**config.mk**
```make
export PLATFORM = sky130hd
export DESIGN_NAME = fetch_stage
export DESIGN_NICKNAME = d
export VERILOG_FILES = /design/src/rtl/rv_pkg.sv /design/src/rtl/if_id_reg.sv /design/src/rtl/fetch_stage.sv
export SDC_FILE = /design/constraint.sdc
export NUM_CORES = 1
export LEC_CHECK = 0
export BUFFER_PORTS_ARGS = -buffer_cell sky130_fd_sc_hd__buf_2
export CAP_MARGIN = 25
export CORE_AREA = 2 2 108 110
export CTS_CLUSTER_DIAMETER = 30
export DETAILED_ROUTE_END_ITERATION = 16
export DIE_AREA = 0 0 110 112
export PLACE_DENSITY_LB_ADDON = 0.1
export RECOVER_POWER = 100
export SYNTH_ARGS = -nofsm -noshare
export SYNTH_HDL_FRONTEND = slang
export SYNTH_SLANG_ARGS = --single-unit
```
**constraint.sdc**
```tcl
create_clock -name clk -period 3.5 [get_ports clk]
set_input_delay 0.525 -clock clk [delete_from_list [all_inputs] [get_ports clk]]
set_output_delay 0.525 -clock clk [all_outputs]
set_load 0.02 [all_outputs]
```
**src/rtl/rv_pkg.sv**
```systemverilog
// Shared fetch-stage types and constants: datapath width, reset vector default, FSM encoding.
package rv_pkg;

  localparam int unsigned XLEN         = 32;
  localparam int unsigned CountWidth   = 32;
  localparam int unsigned InstrBytes   = 4;
  localparam logic [XLEN-1:0] RESET_VECTOR = 32'h0000_0000;

  typedef enum logic [1:0] {
    FETCH_IDLE   = 2'd0,
    FETCH_RUN    = 2'd1,
    FETCH_HALTED = 2'd2
  } fetch_state_e;

  // Instruction addresses must be word aligned.
  function automatic logic is_misaligned(input logic [1:0] addr_lsb);
    return addr_lsb != 2'b00;
  endfunction

endpackage

```
**src/rtl/if_id_reg.sv**
```systemverilog
// IF/ID pipeline register: holds pc/instr with a valid bit; flush wins over load, otherwise holds.
module if_id_reg
  import rv_pkg::*;
#(
  parameter int unsigned Width = XLEN
) (
  input  logic             clk,
  input  logic             rst,
  input  logic             load,
  input  logic             flush,
  input  logic [Width-1:0] pc_in,
  input  logic [Width-1:0] instr_in,
  output logic             valid,
  output logic [Width-1:0] pc,
  output logic [Width-1:0] instr
);

  logic             valid_d, valid_q;
  logic [Width-1:0] pc_d, pc_q;
  logic [Width-1:0] instr_d, instr_q;

  always_comb begin
    valid_d = valid_q;
    pc_d    = pc_q;
    instr_d = instr_q;
    if (flush) begin
      valid_d = 1'b0;
    end else if (load) begin
      valid_d = 1'b1;
      pc_d    = pc_in;
      instr_d = instr_in;
    end
  end

  always_ff @(posedge clk) begin
    if (rst) begin
      valid_q <= 1'b0;
      pc_q    <= '0;
      instr_q <= '0;
    end else begin
      valid_q <= valid_d;
      pc_q    <= pc_d;
      instr_q <= instr_d;
    end
  end

  assign valid = valid_q;
  assign pc    = pc_q;
  assign instr = instr_q;

endmodule

```
**src/rtl/fetch_stage.sv**
```systemverilog
// Instruction fetch stage: sequential PC with redirect, IF/ID handshake to decode,
// sticky halt on a misaligned redirect target.
module fetch_stage
  import rv_pkg::*;
#(
  parameter int unsigned      Width       = XLEN,
  parameter logic [Width-1:0] ResetVector = Width'(RESET_VECTOR)
) (
  input  logic                  clk,
  input  logic                  rst,
  output logic [Width-1:0]      imem_address,
  output logic                  imem_valid,
  input  logic [Width-1:0]      imem_data,
  input  logic                  redirect_valid,
  input  logic [Width-1:0]      redirect_target,
  output logic                  out_valid,
  input  logic                  out_ready,
  output logic [Width-1:0]      out_pc,
  output logic [Width-1:0]      out_instr,
  output logic                  fault,
  output logic [CountWidth-1:0] fetch_count
);

  fetch_state_e          state_d, state_q;
  logic [Width-1:0]      pc_d, pc_q;
  logic                  fault_d, fault_q;
  logic [CountWidth-1:0] fetch_count_d, fetch_count_q;
  logic                  fetch_en;
  logic                  ifid_load;
  logic                  ifid_flush;

  // A fetch happens only when the IF/ID slot is free or draining this cycle.
  assign fetch_en = (state_q == FETCH_RUN) && (!out_valid || out_ready) && !redirect_valid;

  always_comb begin
    state_d       = state_q;
    pc_d          = pc_q;
    fault_d       = fault_q;
    fetch_count_d = fetch_count_q;
    ifid_load     = 1'b0;
    ifid_flush    = 1'b0;
    case (state_q)
      FETCH_IDLE: begin
        state_d = FETCH_RUN;
        if (redirect_valid) begin
          if (is_misaligned(redirect_target[1:0])) begin
            fault_d = 1'b1;
            state_d = FETCH_HALTED;
          end else begin
            pc_d = redirect_target;
          end
        end
      end
      FETCH_RUN: begin
        if (redirect_valid) begin
          ifid_flush = 1'b1;
          if (is_misaligned(redirect_target[1:0])) begin
            fault_d = 1'b1;
            state_d = FETCH_HALTED;
          end else begin
            pc_d = redirect_target;
          end
        end else if (fetch_en) begin
          ifid_load     = 1'b1;
          pc_d          = pc_q + Width'(InstrBytes);
          fetch_count_d = fetch_count_q + CountWidth'(1);
        end else if (out_ready) begin
          ifid_flush = 1'b1;
        end
      end
      FETCH_HALTED: begin
        ifid_flush = 1'b1;
      end
      default: begin
        state_d = FETCH_IDLE;
      end
    endcase
  end

  always_ff @(posedge clk) begin
    if (rst) begin
      state_q       <= FETCH_IDLE;
      pc_q          <= ResetVector;
      fault_q       <= 1'b0;
      fetch_count_q <= '0;
    end else begin
      state_q       <= state_d;
      pc_q          <= pc_d;
      fault_q       <= fault_d;
      fetch_count_q <= fetch_count_d;
    end
  end

  if_id_reg #(
    .Width(Width)
  ) u_if_id_reg (
    .clk     (clk),
    .rst     (rst),
    .load    (ifid_load),
    .flush   (ifid_flush),
    .pc_in   (pc_q),
    .instr_in(imem_data),
    .valid   (out_valid),
    .pc      (out_pc),
    .instr   (out_instr)
  );

  assign imem_address = pc_q;
  assign imem_valid   = fetch_en;
  assign fault        = fault_q;
  assign fetch_count  = fetch_count_q;

endmodule
```
### Word-level counts from Yosys, hierarchy flattened

Index checks and enable logic that the tools add are counted.

* flip-flop bits (word level): 132
* latch bits: 0
* RAM bits: 0
* ROM bits: 0
* input port bits: 68
* output and inout port bits: 131
* word-level logic and storage cells: 50
* memories kept: 0

* add/sub/neg operators: 2
* $mul: 0
* div/mod/pow operators: 0
* $lt $le $gt $ge: 0
* equality and inequality tests: 6
* shift-type cells: 0
* muxes and demuxes: 17
* bitwise operators: 3
* reductions and logical operators: 15

Operators by type and width (count)
* two-way mux 32 bit: 4
* case mux 32 bit (2 select lines): 1
* adder 32 x 1 -> 32 bit (second input constant): 1
* adder 32 x 3 -> 32 bit (second input constant): 1
* AND reduction 3 bit: 4
* two-way mux 2 bit: 4
* two-way mux 1 bit: 6
* case mux 2 bit (3 select lines): 1
* inequality test 2 bit (second input constant): 2
* nonzero test 2 bit: 2
* OR reduction 2 bit: 2
* inequality test 3 bit (second input constant): 1
* NOT 1 bit: 3
* == test 2 x 1 -> 1 bit (second input constant): 1
* == test 2 bit (second input constant): 1
* logical AND 1 bit: 2
* logical NOT 1 bit: 2
* logical NOT 2 bit: 1
* inequality test 2 x 1 -> 1 bit (second input constant): 1
* case mux 1 bit (2 select lines): 1
* AND reduction 2 bit: 1
* logical OR 1 bit: 1

### Depth between registers and ports, before layout

Gate-level depths: netlist of run 1.

* depth after elaboration: 9
* gate-level depth with buffers: 10

### Hierarchy

Synthesis of run 1 repeated with hierarchy kept, for this count alone.

* cells, all modules: 756
* area, all modules: 6865.3 um2

Modules (own cells, without submodules)
* fetch_stage: instances 1, cells each 461, area an instance 3671.0 um2, seq. area each 1341.3 um2
* if_id_reg: instances 1, cells each 295, area an instance 3194.3 um2, seq. area each 1301.2 um2

### Worst setup path after synthesis of run 1

OpenSTA, ideal clock, no wires.

* path type: register -> register
* from: reg state_q[1]
* to: reg u_if_id_reg.instr_q[13], in the netlist u_if_id_reg.instr[13]
* data arrival time: 2.060 ns
* required time: 3.368 ns
* path slack: 1.307 ns
* stages on the path, launching flop included: 10
* path buffers: 2
* clock period less this slack: 2.193 ns
* cells stage by stage: dfxtp_1 > inv_1 > ha_1 > clkbuf_1 > nand2b_2 > nor2_1 > nand2_1 > clkbuf_1 > nand2_1 > a21oi_1

* longest elaborated chain between the ends: 8

RTL lines
* from (decl): line fetch_stage.sv:24 `fetch_state_e state_d, state_q;`
* from (signal assigned): line fetch_stage.sv:87 `state_q <= state_d;`
* == test 2 x 1 -> 1 bit *: line fetch_stage.sv:33 `assign fetch_en = (state_q == FETCH_RUN) && (!out_valid || out_ready) && !redirect_valid;`
* logical AND 1 bit * (2 in series): line fetch_stage.sv:33
* named net imem_valid: line fetch_stage.sv:12 `output logic imem_valid,`
* two-way mux 1 bit: line fetch_stage.sv:63 `end else if (fetch_en) begin`
* two-way mux 1 bit: line fetch_stage.sv:55 `if (redirect_valid) begin`
* case mux 1 bit (2 select lines): line fetch_stage.sv:42 `case (state_q)`
* NOT 1 bit (no source line)
* AND reduction 2 bit (no source line) *
* to (signal assigned): line if_id_reg.sv:43 `instr_q <= instr_d;`
* to (decl): line if_id_reg.sv:20 `logic [Width-1:0] instr_d, instr_q;`

Mark *: on every way through the listed nets, which the timed path passes. The rest lies on a longest branch.
A chain may end at the register's enable or synchronous reset.

### Final worst setup path of run 1

* from: reg state_q[1]
* to: reg pc_q[31], in the netlist imem_address[31]

* longest elaborated chain between the ends: 5

RTL lines
* == test 2 x 1 -> 1 bit: line fetch_stage.sv:33, fetch_stage.sv:42
* logical AND 1 bit (2 in series): line fetch_stage.sv:33
* inequality test 3 bit (no source line)
* AND reduction 3 bit (no source line)
* to (signal assigned): line fetch_stage.sv:83 `pc_q <= ResetVector;`
* to (signal assigned): line fetch_stage.sv:88 `pc_q <= pc_d;`
* to (decl): line fetch_stage.sv:25 `logic [Width-1:0] pc_d, pc_q;`

Parallel ways exist; a longest one is shown, timed or not.

==> results.tsv, run 1 <==
metric	value	unit
status	finished, violations left	
violations	capacitance limit, slew limit	
path_cells	inv_1 > ha_1 > nor2b_1 > buf_4 > o211ai_1 > a221oi_1 > nor3_1 > or3_1	
crit_slowest_cell	nor2b_1	
final_common_cell	nand2_1	
max_freq	335	MHz
synth_top_family_by_area	simple AND/OR/NAND/NOR gates	
syn_avg_cell_area	7.87	um^2
multi_input_area	0.00300	mm^2
period_share	85.4	%
slowest_delay	0.57	ns
syn_area	0.00592	mm^2
synthMuxAreaShare	1.37	%
gp_routability_congestion	0.932	
nFillCells	1049	
synthAdderAreaFrac	1.06	%
p_per_area	521	mW/mm^2
cts-root-buf	clkbuf_16	
track_usage	27.8	%
synth_edf_count	0	
yosys_warnings	0	
place_inst	1049	
clock-sinks	132	
synthArstFlopShare	0	%
synth_cell_types	56	
worstMarginPinSlew	1.59	ns
grt_pass1_vias	5806	
final_cell_mix	165 x nand2_1, 138 x clkbuf_1, 132 x dfxtp_1	
critPathCaptureType	flip-flop	
num_io_pins	199	
p_sw	0.00102	W
portBuffers	198	
final.min_clock_period	2.99	ns
post_cts.repair.setup_buffers	0	
swShare	26.9	%
synth-seq-area-share	44.6	%
ys.flop_type	dfxtp_1	
syn_nets	826	
die_height	112	um
cts_buffers	17	
ctsResizeCount	0	
regArea	0.00264	mm^2
tns	0	ns
ys_seq_elements	132	
final_layout_size_suffix_gt1_share	12.0	%
routed_wl	17300	um
syn_inst	753	
areaGrowthSynthToFinish	23.3	%
antenna_found_initial	0	
drt-initial-drc-count	588	
critical_path_class	reg -> reg	
ctsHtreeMaxLevel	4	
skew	0.00842	ns
clkPwrFrac	43.8	%
fin_nets	998	
grt_max_degree	77	
synth_compound_area_share	18.4	%
hold_viol_final	0	
p_leak	2.51	nW
final-setup-viol-count	0	
grt_pass1_wl	27200	um
synth-xor-area-share	2.51	%
rsz0062_at_grt	no	
startpoint_type	flip-flop	
cts_hold_buffers	0	
fp-row-count	39	
instances_no_fill	1080	
die_w	110	um
drc_errors	0	
vias	6218	
drv_slew	77	
overflow	0	
die_area	0.0123	mm^2
intPower	0.00278	W
p_seq_share	43.5	%
wl_per_cell	16.0	um
cts_tree	yes	
hold_path_class	in -> reg	
place_hpwl	12000	um
cp.required	3.80	ns
relSlewSlack	-5.94	%
cts.path.max_buffers	2	
core_area	0.0112	mm^2
synthSimpleGateAreaFrac	27.3	%
cp_max_fo	21	
final_antenna_net_count	0	
start_util	53.0	%
maxCapViolations	1	
ir_drop	0.341	mV
cts.reportedPaths.clkPinSlew	0.06	ns
crit_arrival	3.29	ns
dr.pass1.iters	5	
insertion_delay	0.41	ns
combPwrFrac	12.6	%
via_per_inst	5.76	
n_antenna_cell	0	
kinds of logic after synthesis:
family                     Yosys count
and+or+nand+nor                    344
AOI/OAI and AO/OA                  182
DFF                                132
buffers and inverters               65
xor gates and xnor gates            17
muxes                                8
adders and majority gates            5
registers in the layout, summed over array words and instances, names as in the netlist:
signal             count
u_if_id_reg.pc        32
fault                  1
u_if_id_reg.instr     32
u_if_id_reg.valid      1
fetch_count           32
imem_address          32
state_q                2
synth_stat cells, types with 4 or more instances:
cell type | number | share of area, %
nand4_1 | 27 | 2.9
clkbuf_1 | 38 | 2.4
buf_2 | 4 | 0.34
o21ai_0 | 24 | 2.0
nand2_1 | 166 | 11
o31ai_1 | 4 | 0.51
and3_1 | 9 | 0.95
o211ai_1 | 5 | 0.63
a22oi_1 | 5 | 0.63
dfxtp_1 | 132 | 45
a311oi_1 | 4 | 0.59
buf_1 | 5 | 0.32
o22ai_1 | 6 | 0.63
nand3_1 | 25 | 2.1
or4_1 | 6 | 0.76
xor2_1 | 11 | 1.6
nor3_1 | 11 | 0.93
and4_1 | 6 | 0.89
and2_1 | 6 | 0.63
or3_1 | 19 | 2.0
inv_1 | 12 | 0.76
mux2i_1 | 7 | 1.2
nor2_1 | 48 | 3.0
a31oi_1 | 6 | 0.63
o221ai_1 | 8 | 1.2
nor4_1 | 5 | 0.53
xnor2_1 | 6 | 0.89
a21oi_1 | 97 | 8.2
a211oi_1 | 7 | 0.89
ha_1 | 5 | 1.1
per-layer routing:
layer	vias to the layer above	wire length (um)	track usage (%)
met5	-	0	0
met3	48	1400	6.09
li1	3013	-	-
met4	0	550	14.5
met1	2880	7290	35.8
met2	277	8000	43.4
through the flow:
step                      power [W]  setup WS, ns  area, um^2  utilization, %  hold slack, ns
after floorplan             0.00200          1.31        5920               -           0.466
after global placement      0.00216         0.831        6930            62.0           0.437
after detailed placement    0.00218         0.688        6930            62.0           0.445
after CTS                   0.00384         0.694        7480            67.0           0.332
after global routing        0.00396         0.255        7310            65.4           0.344
final                       0.00381         0.511        7310            65.4           0.347
critical path: cells and delay by family (launching register included):
family	cells	cell delay, ns
simple gates	3	1.07
compound gates	2	0.71
buf+inv	2	0.45
flops	1	0.33
fa+ha+maj	1	0.32
power groups by stage:
stage                     combinational, W  sequential [W]  clock, W
after global placement            0.000482         0.00168         0
final                             0.000481         0.00166   0.00167
after floorplan                   0.000271         0.00173         0
after detailed placement          0.000497         0.00168         0
after global routing              0.000527         0.00167   0.00176
after CTS                         0.000500         0.00165   0.00169
final cells by class:
class	count	area share, %
timing repair buffer	206	12.0
tap	143	2.45
sequential	132	36.2
multi-input combinational	556	41.1
inverter	12	0.617
clock buffer	27	7.02
clock inverter	4	0.617
final timing paths:
kind | start | endpoint | slack, ns | cells after the start
min reg2reg | u_if_id_reg.instr[30]$_SDFFE_PP0P_ | u_if_id_reg.instr[30]$_SDFFE_PP0P_ | 0.45 | 2
max | state_q[1]$_SDFFE_PP0P_ | imem_address[31]$_SDFFE_PP0P_ | 0.51 | 8
max reg2reg | state_q[1]$_SDFFE_PP0P_ | imem_address[31]$_SDFFE_PP0P_ | 0.51 | 8
min | imem_data[2] | u_if_id_reg.instr[2]$_SDFFE_PP0P_ | 0.35 | 3
No activity file was read; power rests on OpenSTA's default activity.
==> run 2, diff against run 1 <==
--- a/config.mk
+++ b/config.mk
@@ -5,7 +5,7 @@
 export SDC_FILE = /design/constraint.sdc
 export NUM_CORES = 1
 export LEC_CHECK = 0
-export BUFFER_PORTS_ARGS = -buffer_cell sky130_fd_sc_hd__buf_2
+export BUFFER_PORTS_ARGS = -buffer_cell sky130_fd_sc_hd__buf_4
 export CAP_MARGIN = 25
 export CORE_AREA = 2 2 108 110
 export CTS_CLUSTER_DIAMETER = 30
==> run 2 against run 1 <==
Net effect: the run now ends clean; count of clock-buffer cells in the layout decreased by 4; sequential share of layout area down 0.83 points; final cell count down 0.28%; die area unchanged; setup slack better by 0.029 ns; largest cell class unchanged; highest routed layer unchanged.
==> results.tsv, run 2 (synthesis results as in run 1) <==
metric	value	unit
reg2reg_to	u_if_id_reg.pc[19]$_SDFFE_PP0P_	
critPathBufInv	2	
areaGrowthSynthToFinish	26.2	%
num_io_pins	199	
start_util	53.0	%
fp-row-count	39	
p_leak	2.57	nW
worstMarginPinSlew	1.22	ns
final_layout_size_suffix_gt1_share	12.0	%
max_freq	338	MHz
p_per_area	514	mW/mm^2
final.min_clock_period	2.96	ns
reg2regPathDepth	8	
crit_slowest_cell	nand2_1	
core_area	0.0112	mm^2
cpMostUsedCell	nand2_1	
fin_nets	998	
grt_max_degree	76	
critical_path_class	reg -> reg	
cp.required	3.75	ns
post_cts.repair.setup_buffers	0	
gp_routability_congestion	0.926	
die_area	0.0123	mm^2
startpoint_type	flip-flop	
dr.pass1.iters	5	
ir_drop	0.389	mV
ctsHtreeMaxLevel	4	
hp-start	imem_data[3]	
overflow	0	
wl_per_cell	16.7	um
ctsResizeCount	0	
cts.reportedPaths.clkPinSlew	0.05	ns
insertion_delay	0.41	ns
hold_slack	0.364	ns
relSlewSlack	18.5	%
portBuffers	198	
period_share	84.6	%
crit_arrival	3.21	ns
skew	0.00866	ns
cp_max_fo	44	
rsz0062_at_grt	no	
holdPathEnd	u_if_id_reg.instr[3]$_SDFFE_PP0P_	
critPathCaptureType	flip-flop	
clock-sinks	132	
nFillCells	1044	
grt_pass1_vias	5816	
path_cells	inv_1 > ha_1 > nand2b_2 > nor2_1 > nand2_1 > buf_4 > nand2_1 > a21oi_1	
place_hpwl	12500	um
routed_wl	17900	um
regToRegStartpoint	state_q[1]$_SDFFE_PP0P_	
antenna_found_initial	0	
slowest_delay	0.57	ns
critPathTopFamily	simple AND/OR/NAND/NOR gates	
maxCapViolations	0	
final_antenna_net_count	0	
die_w	110	um
vias	6277	
via_per_inst	5.83	
tns	0	ns
fin_area	0.00748	mm^2
cts.path.max_buffers	2	
hold_viol_final	0	
track_usage	29.1	%
drt-initial-drc-count	592	
final_cell_mix	166 x nand2_1, 135 x clkbuf_1, 132 x dfxtp_1	
status	finished, final reports clean	
cts_tree	yes	
n_antenna_cell	0	
final-setup-viol-count	0	
drv_slew	0	
hold_path_class	in -> reg	
cts-root-buf	clkbuf_16	
min_path_cells	3	
grt_pass1_wl	28500	um
reg2reg_slack	0.54	ns
die_height	112	um
cts_buffers	17	
dpl_cell_area	0.00742	mm^2
final_common_cell	nand2_1	
drc_errors	0	
cts_hold_buffers	0	
## run 2: cell count changes in the layout (fill, tap and decap cells not counted), sizes merged
| cell | before | now |
|---|---|---|
| clkinv | 3 | 2 |
| bufinv | 1 | 2 |
| clkbuf | 162 | 155 |
| clkinvlp | 0 | 1 |
| buf | 71 | 74 |
## run 2: metal layers
layer / global-route usage (%) / wire length [um]
met5: 0 / 0
met4: 11.5 / 333
met3: 6.67 / 1440
met2: 47.2 / 8590
met1: 37.2 / 7580
## run 2: how the worst max path moves through the flow
stage                            start                            endpoint  slack, ns  cells past startpoint
2_1_floorplan  state_q[1]$_SDFFE_PP0P_  u_if_id_reg.instr[13]$_SDFFE_PP0P_       1.31                      9
3_3_place_gp            redirect_valid     u_if_id_reg.pc[17]$_SDFFE_PP0P_       0.86                      7
3_5_place_dp   state_q[1]$_SDFFE_PP0P_  u_if_id_reg.instr[29]$_SDFFE_PP0P_       0.68                      7
4_1_cts        state_q[1]$_SDFFE_PP0P_  u_if_id_reg.instr[11]$_SDFFE_PP0P_       0.67                      7
5_1_grt        state_q[1]$_SDFFE_PP0P_     u_if_id_reg.pc[11]$_SDFFE_PP0P_       0.22                      8
6_report       state_q[1]$_SDFFE_PP0P_     u_if_id_reg.pc[19]$_SDFFE_PP0P_       0.54                      8
## run 2: final cells by class
cell class              instances  area (um^2)  area share (%)
repair buffers                206         1050            14.1
flip-flops and latches        132         2640            35.3
clock buffers                  23          478            6.39
clock inverters                 5         77.6            1.04
multi-input cells             556         3000            40.2
inverters                      12         45.0           0.602
well taps                     143          179            2.39
## run 2: power breakdown
part / switching, W / internal, W
sequential: 0.0000897 / 0.00157
clock: 0.000599 / 0.00109
combinational: 0.000330 / 0.000172
total: 0.00102 / 0.00283
## run 2: worst register-to-register path, delay by kind of cell (launching register included)
family / cells / cell delay (ns)
adder cells (fa/ha/maj): 1 / 0.33
AO/OA/AOI/OAI: 1 / 0.07
AND/OR/NAND/NOR: 4 / 1.51
buffers and inverters: 2 / 0.56
flip-flops: 1 / 0.33
## run 2: stage by stage
step | setup WS [ns] | instances | utilization (%) | total power [W]
after floorplan | 1.31 | 753 | - | 0.00200
final | 0.540 | 1077 | 66.9 | 0.00385
after global routing | 0.221 | 1077 | 66.9 | 0.00399
after global placement | 0.855 | 1049 | 66.4 | 0.00223
after CTS | 0.669 | 1077 | 71.4 | 0.00391
after detailed placement | 0.679 | 1049 | 66.4 | 0.00224
==> run 3, diff against run 2 <==
--- a/config.mk
+++ b/config.mk
@@ -5,12 +5,13 @@
 export SDC_FILE = /design/constraint.sdc
 export NUM_CORES = 1
 export LEC_CHECK = 0
+export ABC_AREA = 1
 export BUFFER_PORTS_ARGS = -buffer_cell sky130_fd_sc_hd__buf_4
 export CAP_MARGIN = 25
-export CORE_AREA = 2 2 108 110
+export CORE_AREA = 2 2 117 119
 export CTS_CLUSTER_DIAMETER = 30
 export DETAILED_ROUTE_END_ITERATION = 16
-export DIE_AREA = 0 0 110 112
+export DIE_AREA = 0 0 119 121
 export PLACE_DENSITY_LB_ADDON = 0.1
 export RECOVER_POWER = 100
 export SYNTH_ARGS = -nofsm -noshare
==> constraint.sdc (replaced) <==
create_clock -name clk -period 2.9 [get_ports clk]
set_input_delay 0.435 -clock clk [delete_from_list [all_inputs] [get_ports clk]]
set_output_delay 0.435 -clock clk [all_outputs]
set_load 0.02 [all_outputs]
==> run 3 against run 2 <==
Net effect: sequential share of layout area down 3.6 points; critical path depth down 1; first-iteration DRC count down 10%; hold slack worse by 0.10 ns; register-to-register slack worse by 0.13 ns; global-route usage down 1.5 points; clock skew up 0.00092 ns; sequential power up 31%; non-clock buffer count unchanged; total power up 39%; fmax up 19%.
==> results.tsv, run 3 <==
metric	value	unit
status	finished, final reports clean	
final-setup-viol-count	0	
insertion_delay	0.42	ns
period_share	86.0	%
ys_seq_elements	132	
core_area	0.0131	mm^2
multi_input_area	0.00349	mm^2
ctsHtreeMaxLevel	4	
skew	0.00958	ns
syn_area	0.00671	mm^2
swShare	35.2	%
dpl_cell_area	0.00831	mm^2
synth_cell_types	37	
hold_path_class	in -> reg	
fin_area	0.00833	mm^2
gp_routability_congestion	0.911	
power	0.00536	W
p_sw	0.00189	W
grt_pass1_wl	32300	um
final_layout_size_suffix_gt1_share	9.80	%
dr.pass1.iters	5	
final_common_cell	nand2_1	
final_cell_mix	229 x nand2_1, 179 x nor2_1, 132 x dfxtp_1	
p_leak	3.10	nW
die_w	119	um
yosysTopAreaCell	dfxtp_1	
nFillCells	1327	
reg2reg_to	imem_address[5]$_SDFFE_PP0P_	
vias	7415	
min_path_cells	3	
routed_wl	20100	um
holdPathEnd	u_if_id_reg.instr[14]$_SDFFE_PP0P_	
worstMarginPinSlew	0.869	ns
num_io_pins	199	
synthTopCellsByCount	226 x nand2_1, 176 x nor2_1, 132 x dfxtp_1, 118 x o21ai_0, 104 x a21oi_1	
relSlewSlack	42.0	%
cts_tree	yes	
n_antenna_cell	0	
reg2reg_slack	0.41	ns
antenna_found_initial	0	
instances_no_fill	1400	
grt_max_degree	43	
crit_arrival	2.84	ns
drc_errors	0	
syn_avg_cell_area	6.50	um^2
intPower	0.00347	W
fin_nets	1284	
drv_slew	0	
place_inst	1368	
startpoint_type	flip-flop	
syn_nets	1104	
wl_per_cell	14.3	um
hp-start	imem_data[14]	
max_freq	401	MHz
yosys_warnings	0	
critPathLaunch	state_q[1]$_SDFFE_PP0P_	
synthArstFlopShare	0	%
overflow	0	
syn_inst	1031	
ys.flop_type	dfxtp_1	
place_hpwl	14000	um
hold_viol_final	0	
start_util	51.2	%
final_antenna_net_count	0	
ctsResizeCount	0	
synth-seq-area-share	39.4	%
tns	0	ns
portBuffers	198	
clkPwrFrac	38.1	%
drt-initial-drc-count	530	
cts_buffers	17	
die_height	121	um
cts-root-buf	clkbuf_16	
die_area	0.0144	mm^2
fp-row-count	42	
reg2regPathDepth	7	
regArea	0.00264	mm^2
grt_pass1_vias	6524	
hold_slack	0.261	ns
post_cts.repair.setup_buffers	0	
critPathCaptureType	flip-flop	
synth_edf_count	0	
track_usage	27.6	%
p_seq_share	40.5	%
synthTopCellsByArea	dfxtp_1 39%, nand2_1 13%, nor2_1 9.9%	
cts.reportedPaths.clkPinSlew	0.06	ns
areaGrowthSynthToFinish	24.3	%
via_per_inst	5.30	
p_per_area	643	mW/mm^2
synth_top_area_share	39.4	%
combPwrFrac	21.4	%
rsz0062_at_grt	no	
clock-sinks	132	
critical_path_class	reg -> reg	
cts_hold_buffers	0	
final.min_clock_period	2.49	ns
regToRegStartpoint	state_q[1]$_SDFFE_PP0P_	
cp.required	3.24	ns
cts.path.max_buffers	2	
maxCapViolations	0	
synth_most_common_cell	nand2_1	
ir_drop	0.319	mV
cp_max_fo	28	
run 3: metal layers:
metal	GRT usage, %	vias up	wire, um
met5	0	-	0
met1	39.6	3372	9470
met2	41.9	291	8780
met3	4.93	33	1490
li1	-	3719	-
met4	9.30	0	354
run 3: worst max path at each step:
| stage | endpoint | slack (ns) | cells past startpoint |
|---|---|---|---|
| 5_1_grt | fetch_count[16]$_SDFFE_PP0P_ | 0.26 | 11 |
| 6_report | imem_address[5]$_SDFFE_PP0P_ | 0.41 | 7 |
| 2_1_floorplan | imem_address[28]$_SDFFE_PP0P_ | 1.13 | 10 |
| 4_1_cts | u_if_id_reg.pc[17]$_SDFFE_PP0P_ | 0.64 | 9 |
| 3_5_place_dp | u_if_id_reg.pc[17]$_SDFFE_PP0P_ | 0.65 | 9 |
| 3_3_place_gp | u_if_id_reg.pc[9]$_SDFFE_PP0P_ | 0.67 | 9 |
run 3: through the flow:
stage / setup WS [ns] / utilization, %
finish: 0.406 / 63.7
floorplan: 1.13 / -
global placement: 0.669 / 63.5
global route: 0.258 / 63.7
detailed placement: 0.648 / 63.5
CTS: 0.641 / 67.8
run 3: kinds of logic after synthesis:
logic type / synth area share (%)
DFF: 39.4
adders and majority gates: 0.933
buffers and inverters: 8.04
and+or+nand+nor: 32.3
xor gates and xnor gates: 1.05
AOI/OAI and AO/OA: 18.3
run 3: power by group through the flow:
stage	registers, W	logic [W]	clock network, W
finish	0.00217	0.00115	0.00204
global route	0.00219	0.00127	0.00214
CTS	0.00217	0.00130	0.00206
detailed placement	0.00221	0.00129	0
global placement	0.00221	0.00127	0
floorplan	0.00238	0.000583	0
run 3: cell type report:
class,instances,area share (%)
clock buffer,17,5.10
timing repair buffer,206,13.0
multi-input combinational,764,41.9
clock inverter,15,1.59
sequential,132,31.7
inverter,90,4.05
tap,176,2.64
run 3: worst max-delay path, cell delays in order (launching register included):
cell	delay, ns
dfxtp_1	0.32
inv_1	0.09
ha_1	0.19
nand2_1	0.15
clkbuf_2	0.46
a21oi_1	0.74
o21ai_0	0.26
a21oi_1	0.20
